<file path="src/rtl/core_pkg.sv">
// Shared core types for the writeback path: datapath width, physical tag,
// ROB index and the writeback request payload.
package core_pkg;

    localparam int XLEN      = 32;
    localparam int PREGS     = 64;
    localparam int ROB_DEPTH = 32;

    typedef logic [$clog2(PREGS)-1:0]     preg_tag_t;
    typedef logic [$clog2(ROB_DEPTH)-1:0] rob_idx_t;

    typedef struct packed {
        preg_tag_t        tag;
        logic [XLEN-1:0]  data;
        rob_idx_t         rob_idx;
    } wb_req_t;

    // (a + b) mod n for a, b < n; n need not be a power of two
    function automatic int unsigned wrap_add(input int unsigned a,
                                             input int unsigned b,
                                             input int unsigned n);
        int unsigned sum;
        sum = a + b;
        return (sum >= n) ? (sum - n) : sum;
    endfunction

endpackage

</file>
<file path="src/rtl/wb_src_fifo.sv">
// Per-source writeback result FIFO: circular buffer of wb_req_t entries with
// push/pop/flush and a registered occupancy count.
module wb_src_fifo
    import core_pkg::*;
#(
    parameter  int DEPTH = 2,
    localparam int PTR_W = $clog2(DEPTH),
    localparam int CNT_W = $clog2(DEPTH + 1)
) (
    input  logic             clk,
    input  logic             reset,
    input  logic             flush,
    input  logic             push,
    input  wb_req_t          wreq,
    input  logic             pop,
    output wb_req_t          head,
    output logic [CNT_W-1:0] count
);

    wb_req_t          mem_r [DEPTH];
    logic [PTR_W-1:0] wr_ptr_r;
    logic [PTR_W-1:0] rd_ptr_r;
    logic [CNT_W-1:0] count_r;

    // Pointer, count and storage update; pointers wrap naturally (DEPTH is 2^n)
    always_ff @(posedge clk) begin
        if (reset) begin
            wr_ptr_r <= '0;
            rd_ptr_r <= '0;
            count_r  <= '0;
            for (int i = 0; i < DEPTH; i++) begin
                mem_r[i] <= '0;
            end
        end else if (flush) begin
            wr_ptr_r <= '0;
            rd_ptr_r <= '0;
            count_r  <= '0;
        end else begin
            if (push) begin
                mem_r[wr_ptr_r] <= wreq;
                wr_ptr_r        <= wr_ptr_r + PTR_W'(1);
            end
            if (pop) begin
                rd_ptr_r <= rd_ptr_r + PTR_W'(1);
            end
            case ({push, pop})
                2'b10:   count_r <= count_r + CNT_W'(1);
                2'b01:   count_r <= count_r - CNT_W'(1);
                default: count_r <= count_r;
            endcase
        end
    end

    assign head  = mem_r[rd_ptr_r];
    assign count = count_r;

endmodule

</file>
<file path="src/rtl/wb_arbiter.sv">
// Writeback arbiter: per-source FIFOs, two-port round-robin grant, registered
// PRF write ports. Optional perf counters under `WB_PERF_CNT_EN`.
module wb_arbiter #(
    parameter int XLEN       = core_pkg::XLEN,
    parameter int NUM_SRC    = 4,
    parameter int FIFO_DEPTH = 2,
    parameter int PTAG_W     = $bits(core_pkg::preg_tag_t),
    parameter int ROB_W      = $bits(core_pkg::rob_idx_t)
) (
    input  logic                     clk,
    input  logic                     reset,
    input  logic                     flush,
    input  logic [NUM_SRC-1:0]       in_valid,
    output logic [NUM_SRC-1:0]       in_ready,
    input  logic [NUM_SRC*PTAG_W-1:0] in_tag,
    input  logic [NUM_SRC*XLEN-1:0]  in_data,
    input  logic [NUM_SRC*ROB_W-1:0] in_rob_idx,
    output logic                     wen0,
    output logic                     wen1,
    output logic [PTAG_W-1:0]        wtag0,
    output logic [PTAG_W-1:0]        wtag1,
    output logic [XLEN-1:0]          wdata0,
    output logic [XLEN-1:0]          wdata1,
    output logic [ROB_W-1:0]         cmp_rob_idx0,
    output logic [ROB_W-1:0]         cmp_rob_idx1
`ifdef WB_PERF_CNT_EN
    ,
    output logic [31:0]              perf_stall_cnt,
    output logic [31:0]              perf_dual_wb_cnt
`endif
);

    localparam int SRC_W = $clog2(NUM_SRC);
    localparam int CNT_W = $clog2(FIFO_DEPTH + 1);

    core_pkg::wb_req_t  head_s  [NUM_SRC];
    logic [CNT_W-1:0]   count_s [NUM_SRC];
    logic [NUM_SRC-1:0] push_s;
    logic [NUM_SRC-1:0] pop_s;
    logic [SRC_W-1:0]   rr_ptr_r;
    logic [SRC_W-1:0]   rr_next_s;
    logic               g0_valid_s;
    logic               g1_valid_s;
    logic [SRC_W-1:0]   g0_idx_s;
    logic [SRC_W-1:0]   g1_idx_s;

    for (genvar i = 0; i < NUM_SRC; i++) begin : g_src
        core_pkg::wb_req_t req_s;

        assign req_s = '{tag:     core_pkg::preg_tag_t'(in_tag[i*PTAG_W +: PTAG_W]),
                         data:    in_data[i*XLEN +: XLEN],
                         rob_idx: core_pkg::rob_idx_t'(in_rob_idx[i*ROB_W +: ROB_W])};
        // Ready looks only at the registered count, never at this cycle's pop
        assign in_ready[i] = (count_s[i] < CNT_W'(FIFO_DEPTH));
        assign push_s[i]   = in_valid[i] & in_ready[i];

        wb_src_fifo #(.DEPTH(FIFO_DEPTH)) u_fifo (
            .clk   (clk),
            .reset (reset),
            .flush (flush),
            .push  (push_s[i]),
            .wreq  (req_s),
            .pop   (pop_s[i]),
            .head  (head_s[i]),
            .count (count_s[i])
        );
    end

    // Round-robin scan from rr_ptr; first non-empty source to port 0, next to port 1
    always_comb begin
        int idx_v;
        idx_v      = 0;
        g0_valid_s = 1'b0;
        g1_valid_s = 1'b0;
        g0_idx_s   = '0;
        g1_idx_s   = '0;
        for (int k = 0; k < NUM_SRC; k++) begin
            idx_v = int'(core_pkg::wrap_add(int'(rr_ptr_r), k, NUM_SRC));
            if (count_s[idx_v] != '0) begin
                if (!g0_valid_s) begin
                    g0_valid_s = 1'b1;
                    g0_idx_s   = SRC_W'(idx_v);
                end else if (!g1_valid_s) begin
                    g1_valid_s = 1'b1;
                    g1_idx_s   = SRC_W'(idx_v);
                end else begin
                    g1_valid_s = g1_valid_s;
                end
            end else begin
                idx_v = idx_v;
            end
        end
    end

    // Pop decode and next round-robin pointer (one past the last grant)
    always_comb begin
        pop_s = '0;
        for (int i = 0; i < NUM_SRC; i++) begin
            pop_s[i] = (g0_valid_s && (g0_idx_s == SRC_W'(i))) ||
                       (g1_valid_s && (g1_idx_s == SRC_W'(i)));
        end
        if (g1_valid_s) begin
            rr_next_s = SRC_W'(core_pkg::wrap_add(int'(g1_idx_s), 1, NUM_SRC));
        end else begin
            rr_next_s = SRC_W'(core_pkg::wrap_add(int'(g0_idx_s), 1, NUM_SRC));
        end
    end

    // Round-robin pointer register; a flush keeps the current position
    always_ff @(posedge clk) begin
        if (reset) begin
            rr_ptr_r <= '0;
        end else if (flush) begin
            rr_ptr_r <= rr_ptr_r;
        end else if (g0_valid_s) begin
            rr_ptr_r <= rr_next_s;
        end
    end

    // PRF write-port and completion registers
    always_ff @(posedge clk) begin
        if (reset) begin
            wen0         <= 1'b0;
            wen1         <= 1'b0;
            wtag0        <= '0;
            wtag1        <= '0;
            wdata0       <= '0;
            wdata1       <= '0;
            cmp_rob_idx0 <= '0;
            cmp_rob_idx1 <= '0;
        end else if (flush) begin
            wen0 <= 1'b0;
            wen1 <= 1'b0;
        end else begin
            wen0 <= g0_valid_s;
            wen1 <= g1_valid_s;
            if (g0_valid_s) begin
                wtag0        <= PTAG_W'(head_s[g0_idx_s].tag);
                wdata0       <= head_s[g0_idx_s].data;
                cmp_rob_idx0 <= ROB_W'(head_s[g0_idx_s].rob_idx);
            end
            if (g1_valid_s) begin
                wtag1        <= PTAG_W'(head_s[g1_idx_s].tag);
                wdata1       <= head_s[g1_idx_s].data;
                cmp_rob_idx1 <= ROB_W'(head_s[g1_idx_s].rob_idx);
            end
        end
    end

`ifdef WB_PERF_CNT_EN
    logic stall_any_s;
    assign stall_any_s = |(in_valid & ~in_ready);

    // Saturating perf counters; only reset clears them
    always_ff @(posedge clk) begin
        if (reset) begin
            perf_stall_cnt   <= 32'd0;
            perf_dual_wb_cnt <= 32'd0;
        end else begin
            if (stall_any_s && (perf_stall_cnt != 32'hFFFF_FFFF)) begin
                perf_stall_cnt <= perf_stall_cnt + 32'd1;
            end
            if (wen0 && wen1 && (perf_dual_wb_cnt != 32'hFFFF_FFFF)) begin
                perf_dual_wb_cnt <= perf_dual_wb_cnt + 32'd1;
            end
        end
    end
`endif

endmodule

</file>
<file path="config.mk">
export PLATFORM = sky130hd
export DESIGN_NAME = wb_arbiter
export DESIGN_NICKNAME = d
export VERILOG_FILES = /design/src/rtl/core_pkg.sv /design/src/rtl/wb_src_fifo.sv /design/src/rtl/wb_arbiter.sv
export SDC_FILE = /design/constraint.sdc
export NUM_CORES = 1
export LEC_CHECK = 0
export ABC_AREA = 0
export CAP_MARGIN = 15
export CORE_MARGIN = 2
export CORE_UTILIZATION = 25
export CTS_BUF_LIST = sky130_fd_sc_hd__clkbuf_2 sky130_fd_sc_hd__clkbuf_4 sky130_fd_sc_hd__clkbuf_8
export DETAILED_ROUTE_END_ITERATION = 8
export GPL_TIMING_DRIVEN = 0
export REMOVE_ABC_BUFFERS = 1
export SYNTH_ARGS = -nofsm -noshare
export SYNTH_HDL_FRONTEND = slang
export SYNTH_HIERARCHICAL = 1
export SYNTH_SLANG_ARGS = --single-unit
</file>
<file path="constraint.sdc">
create_clock -name clk -period 3.9 [get_ports clk]
set_input_delay 1.17 -clock clk [delete_from_list [all_inputs] [get_ports clk]]
set_output_delay 1.17 -clock clk [all_outputs]
set_load 0.01 [all_outputs]
</file>
==> results.md <==
* Final net count at 2,124
* Number of global-route vias before repair at 16,900
* Final setup violation count at 0
* Hold Path End: cmp_rob_idx1[2]$_SDFFE_PP0P_
* Fill count at 8,675
* Worst slew margin relative to its limit at 0.171
* VDD IR max at 0.000662 V
* PwrDens at 671 nW/um^2
* Worst r2r path cells at 11
* CTS Buf Count at 85
* Clk sink count at 454
* Max H-tree Level at 3
* Vias at 16,400
* Outcome: finished, final reports clean
* Pin count of the biggest net entering global routing at 54
* Vias per cell at 5.16
* Hold path cells at 2
* Hold_sp: cmp_rob_idx1[2]$_SDFFE_PP0P_
* CTS tree: yes
* Die Footprint at 91,500 um^2
* Distinct cells, synth at 59
* Max-slew violations at 0
* FF-to-FF End: g_src[1].u_fifo/count[1]$_SDFFE_PP0P_
* RSZ-0062 raised after global routing: yes
* Final hold slack at 0.480 ns
* Cells after Synth at 1,702
* DRT iter0 DRCs at 1,598
* Core area at 88,400 um^2
* Skew-Pair Late Insertion Delay at 0.69 ns
* Die height at 302 um
* Top Ports at 271
* Hold crit path type: reg2reg
* Setup Skew at 0.0312 ns
* Worst EP arrival at 4.30 ns
* Worst R2R Setup Slack at 0.20 ns
* Final ANT Viol Nets at 0
* First-pass GRT wire length at 115 mm
* Routability cong. at 0.862
* Maximum clock frequency at 270 MHz
* CTS Hold Buffers Added at 0
* Clock slew at the register clock pins of the worst setup and hold paths at 0.06 ns
* CTS Root Cell: clkbuf_8
* Tot GR Track Use at 0.174
* Maximum fanout along the worst path at 47
* Max Buffers Root-to-Sink at 3
* DRC Markers at 0
* Layout cells sized above 1 at 0.244
* Avg Cell Area, Syn at 13.1 um^2
* Most frequent cells in the layout: edfxtp_1, and3_1, clkdlybuf4s50_1
* Crit end category: flop
* Total iterations of the first detailed-routing run at 6
* Average wire per standard cell at 25.5 um
* Reg area at 12,500 um^2
* Pre-CTS setup slack at -1.06 ns
* RR Startpoint: g_src[2].u_fifo/count[1]$_SDFFE_PP0P_
* HPWL after DPL at 51.5 mm
* Syn. warnings at 6
* Req. time, crit path at 4.50 ns
* Grt ovf at 0
* Routed WL at 81.1 mm
* DIE WIDTH at 302 um
* Fraction of registers with async set/reset at 0
* Main flop type after synthesis: edfxtp_1
* Slew at the pin closest to its max-slew limit at 1.24 ns
* Site Rows at 109
* Pleak at 11.5 nW
* Setup CP Type: reg2reg
* Initial antenna violation count at 4
* Most common cell after layout, fill and taps aside: edfxtp_1
* Max Cap Violations at 0
* Initial Utilization at 0.252
* PnR worst setup slack at 0.201 ns
* Sequential share of the synthesized area at 0.563
* Port Buf Inserts at 270
* Util after Layout at 0.319
* Mapped Area at 22,300 um^2
* Post-synth EDFFs at 344
* Area grow syn2layout at 26.5%
* Footprint of the multi-input gates at 8830 um^2
* Final min period at 3.70 ns
* Yosys reg bits at 454
* Nature of the critical path startpoint: flop
* Period utilisation layout at 0.948
* Final hold vios at 0
-- worst max path at each step --
| stage | from | end | slack (ns) | cells after the start |
|---|---|---|---|---|
| 2_1_floorplan | g_src[0].u_fifo/count[1]$_SDFFE_PP0P_ | g_src[1].u_fifo/count[1]$_SDFFE_PP0P_ | -6.84 | 8 |
| 3_5_place_dp | flush | rr_ptr_r[0]$_SDFFE_PP0P_ | -1.06 | 9 |
| 4_1_cts | g_src[1].u_fifo/count[1]$_SDFFE_PP0P_ | g_src[1].u_fifo/count[1]$_SDFFE_PP0P_ | 0.005 | 13 |
| 5_1_grt | g_src[1].u_fifo/count[1]$_SDFFE_PP0P_ | g_src[1].u_fifo/count[1]$_SDFFE_PP0P_ | -0.02 | 13 |
| 3_3_place_gp | g_src[0].u_fifo/count[1]$_SDFFE_PP0P_ | g_src[1].u_fifo/count[1]$_SDFFE_PP0P_ | -12.17 | 8 |
| 6_report | g_src[2].u_fifo/count[1]$_SDFFE_PP0P_ | g_src[1].u_fifo/count[1]$_SDFFE_PP0P_ | 0.20 | 11 |
-- metal layers --
metal	up-vias	part of all wire	wire length, um	GRT usage
met3	203	0.072	5880	0.0287
met4	0	0.037	2960	0.0759
met1	8245	0.41	33100	0.219
met5	-	0	0	0
li1	7041	-	-	-
met2	902	0.48	39200	0.294
-- power breakdown --
| group | switching, mW | internal (mW) |
|---|---|---|
| registers | 0.614 | 5.84 |
| logic | 4.22 | 3.33 |
| clock network | 2.17 | 2.72 |
-- stage by stage --
stage                     std cells  area, um^2  total power, mW  TNS (ns)
after floorplan                1542       21200             9.62   -595.68
after global placement         2977       25400             10.9  -2732.59
after detailed placement       3012       26300             13.7    -66.84
after CTS                      3174       28100             18.9         0
after global routing           3176       28200             19.7   -0.0192
final                          3177       28200             18.9         0
-- timing repair --
action | CTS | global route
resized for setup | 9 | 6
gates cloned | 3 | 0
endpoints found under the setup margin | 24 | 10
pin swaps | 2 | 1
setup buffers | 1 | 1
-- layout make-up --
| class | instances | share of cell area |
|---|---|---|
| clock buffers | 122 | 0.0541 |
| diodes | 2 | 0.000178 |
| clock inverters | 36 | 0.00937 |
| inverters | 16 | 0.00231 |
| well taps | 1165 | 0.0518 |
| multi-input cells | 1075 | 0.314 |
| repair buffers | 307 | 0.123 |
| flip-flops and latches | 454 | 0.446 |
-- critical path, stage by stage (launching register included) --
cell and delay [ns]:
dfxtp_1 0.50, or2_1 0.35, nand2_1 0.16, mux2_2 0.31
o31ai_2 0.40, o31a_2 0.38, or2_4 0.21, buf_16 0.22
o22ai_1 0.19, ha_1 0.39, or3_1 0.35, a21boi_1 0.14
-- registers in the layout (all words and copies together), names as in the netlist, 5 cells and up, named ones only --
signal / flops
cmp_rob_idx0: 5
cmp_rob_idx1: 5
g_src.u_fifo/count: 8
g_src.u_fifo/mem_r: 344
wdata0: 32
wdata1: 32
wtag0: 6
wtag1: 6
-- cell usage after synthesis (10+ instances only) --
cell | instances | area [um^2]
xnor2_1 | 14 | 123
mux2i_1 | 129 | 1290
o21ai_1 | 22 | 110
nor3_1 | 21 | 105
inv_1 | 11 | 41.3
o21ai_0 | 35 | 175
clkbuf_1 | 54 | 203
mux2_2 | 216 | 2430
and3_1 | 317 | 1980
o311ai_1 | 33 | 289
edfxtp_1 | 344 | 10300
nand3_1 | 44 | 220
a2bb2oi_1 | 43 | 377
nand3b_1 | 44 | 330
nand2_1 | 10 | 37.5
buf_6 | 46 | 518
o311ai_2 | 10 | 163
dfxtp_1 | 110 | 2200
and3_2 | 28 | 210
buf_2 | 50 | 250
nor2_1 | 10 | 37.5
-- cells by family (layout without fill, tap and decap cells) --
group           count (synthesis)  in the layout  synth area share
fa+ha+maj                       6              6           0.00337
mux                           345            345             0.167
flops                         454            454             0.563
xor+xnor                       19             19           0.00747
other cells                     0              2                 0
simple gates                  512            515             0.144
compound gates                190            190            0.0662
buf+inv                       176            481            0.0486
Power figures use the tool's default switching activity.
==> patch (same settings) <==
The option `WB_PERF_CNT_EN` is turned on by a define.
--- a/src/rtl/wb_arbiter.sv
+++ b/src/rtl/wb_arbiter.sv
@@ -1,5 +1,7 @@
 // Writeback arbiter: per-source FIFOs, two-port round-robin grant, registered
 // PRF write ports. Optional perf counters under `WB_PERF_CNT_EN`.
+`define WB_PERF_CNT_EN
+
 module wb_arbiter #(
     parameter int XLEN       = core_pkg::XLEN,
     parameter int NUM_SRC    = 4,
New outputs: perf_dual_wb_cnt and perf_stall_cnt. Check against the original RTL: not settled (the Yosys comparison gave no result); the edit may change what the design does.
==> patch against the unedited design <==
- global-route usage fell by 1.1 points
- hold slack improved by 0.0059 ns
- die area rose by 13%
- sequential power rose by 8.2%
- core utilization rose by 0.64 points
- clock power rose by 18%
- sequential cell count rose by 64
- wire length rose by 6.4%
- setup slack improved by 0.091 ns
- synthesized cell count rose by 20%
- design area rose by 15%
- area after synthesis rose by 13%
- sequential share of layout area fell by 2.0 points
- total power rose by 12%
- critical endpoint unchanged
- largest cell class unchanged
- highest routed layer unchanged
==> patch: results (changes against the unedited design) <==
power dissipated in sequential cells -> 6990 uW (was 6460 uW)
number of antenna violations at the first check in global routing -> 7 (was 4)
worst slew margin relative to its limit -> 36.70% (was 17.06%)
clk_lat worst skew -> 0.74 ns (was 0.69 ns)
arrival time of the worst setup path -> 4.26 ns (was 4.30 ns)
part of the total power dissipated in the clock network -> 27.2% (was 25.9%)
count of cell types in the netlist -> 74 (was 59)
Post-Synth Adder-Cell Area -> 0.3968% (was 0.3371%)
delay of the slowest cell on the worst path -> 0.59 ns (was 0.50 ns)
setup slack, reg-to-reg -> 0.29 ns (was 0.20 ns)
violation count after the first detailed-route iteration -> 1373 (was 1598)
Peak Freq -> 277.2 MHz (was 270.3 MHz)
status -> complete, no violations (unchanged)
drt first pass iters -> 5 (was 6)
worst-case clock skew -> 0.03809 ns (was 0.03119 ns)
ranking of synthesized cells by area -> sky130_fd_sc_hd__edfxtp_1, sky130_fd_sc_hd__dfxtp_1, sky130_fd_sc_hd__mux2_2 (was sky130_fd_sc_hd__edfxtp_1, sky130_fd_sc_hd__mux2_2, sky130_fd_sc_hd__dfxtp_1)
vias in the first global route -> 17677 (was 16901)
Synth top cells by count -> sky130_fd_sc_hd__edfxtp_1, sky130_fd_sc_hd__and3_1, sky130_fd_sc_hd__mux2_2 (unchanged)
global-route wire length before repair -> 122100 um (was 114800 um)
area fraction in compound gates after synthesis -> 5.397% (was 6.624%)
critical path fanouts, max -> 13 (was 47)
pin count of the biggest net entering global routing -> 74 (was 54)
CTS buffer count -> 95 (was 85)
pre-CTS WS -> -0.4255 ns (was -1.061 ns)
layout cell share with drive strength beyond 1 -> 22.95% (was 24.43%)
synthesized-area fraction occupied by xor and xnor cells -> 2.222% (was 0.7472%)
part of the Yosys area used for sequential elements -> 54.76% (was 56.27%)
via count normalized by instance count -> 4.839 (was 5.159)
share of synthesized area spent on multiplexers -> 16.97% (was 16.72%)
Final HPWL DP -> 57510 um (was 51510 um)
fill cell total of the finished layout -> 9922 (was 8675)
port buffer count -> 334 (was 270)
patch: cell type report:
class | instances | area share, %
inverter | 23 | 0.2656
clock inverter | 24 | 0.8159
antenna | 4 | 0.03079
multi-input combinational | 1339 | 32.11
sequential | 518 | 42.55
timing repair buffer | 382 | 13.48
clock buffer | 154 | 5.750
tap | 1298 | 4.996
patch: what timing repair did:
item / CTS / global route
pin swaps: 1 / 1
setup endpoints to repair: 30 / 17
resized for setup: 2 / 3
setup buffers: 1 / 2
patch: metal layers:
| layer | up-vias | track usage (%) | part of all wire (%) |
|---|---|---|---|
| met1 | 8951 | 21.46 | 44 |
| met2 | 685 | 26.47 | 47 |
| met5 | - | 0 | 0 |
| met3 | 152 | 3.402 | 7.0 |
| li1 | 8321 | - | - |
| met4 | 0 | 5.607 | 2.6 |
patch: cell families after synthesis:
family,after synthesis
adder cells (fa/ha/maj),8
buffers and inverters,186
flip-flops,518
AND/OR/NAND/NOR,687
AO/OA/AOI/OAI,186
multiplexers,394
XOR/XNOR,64
patch: per-stage QoR:
stage / instances / instance area (um^2) / hold slack, ns / utilization [%]
after floorplan: 1880 / 24230 / 0.4962 / -
after global placement: 3512 / 29200 / 0.4715 / 29.20
after detailed placement: 3557 / 30330 / 0.4693 / 30.33
after CTS: 3736 / 32480 / 0.4866 / 32.48
after global routing: 3741 / 32510 / 0.4950 / 32.51
final: 3742 / 32510 / 0.4856 / 32.51
patch: final timing paths:
kind,start,end,depth (start not counted)
max,g_src[1].u_fifo/count[1],g_src[1].u_fifo/count[1],14
min,wdata1[3],wdata1[3],1
max reg2reg,g_src[1].u_fifo/count[1],g_src[1].u_fifo/count[1],14
min reg2reg,wdata1[3],wdata1[3],1
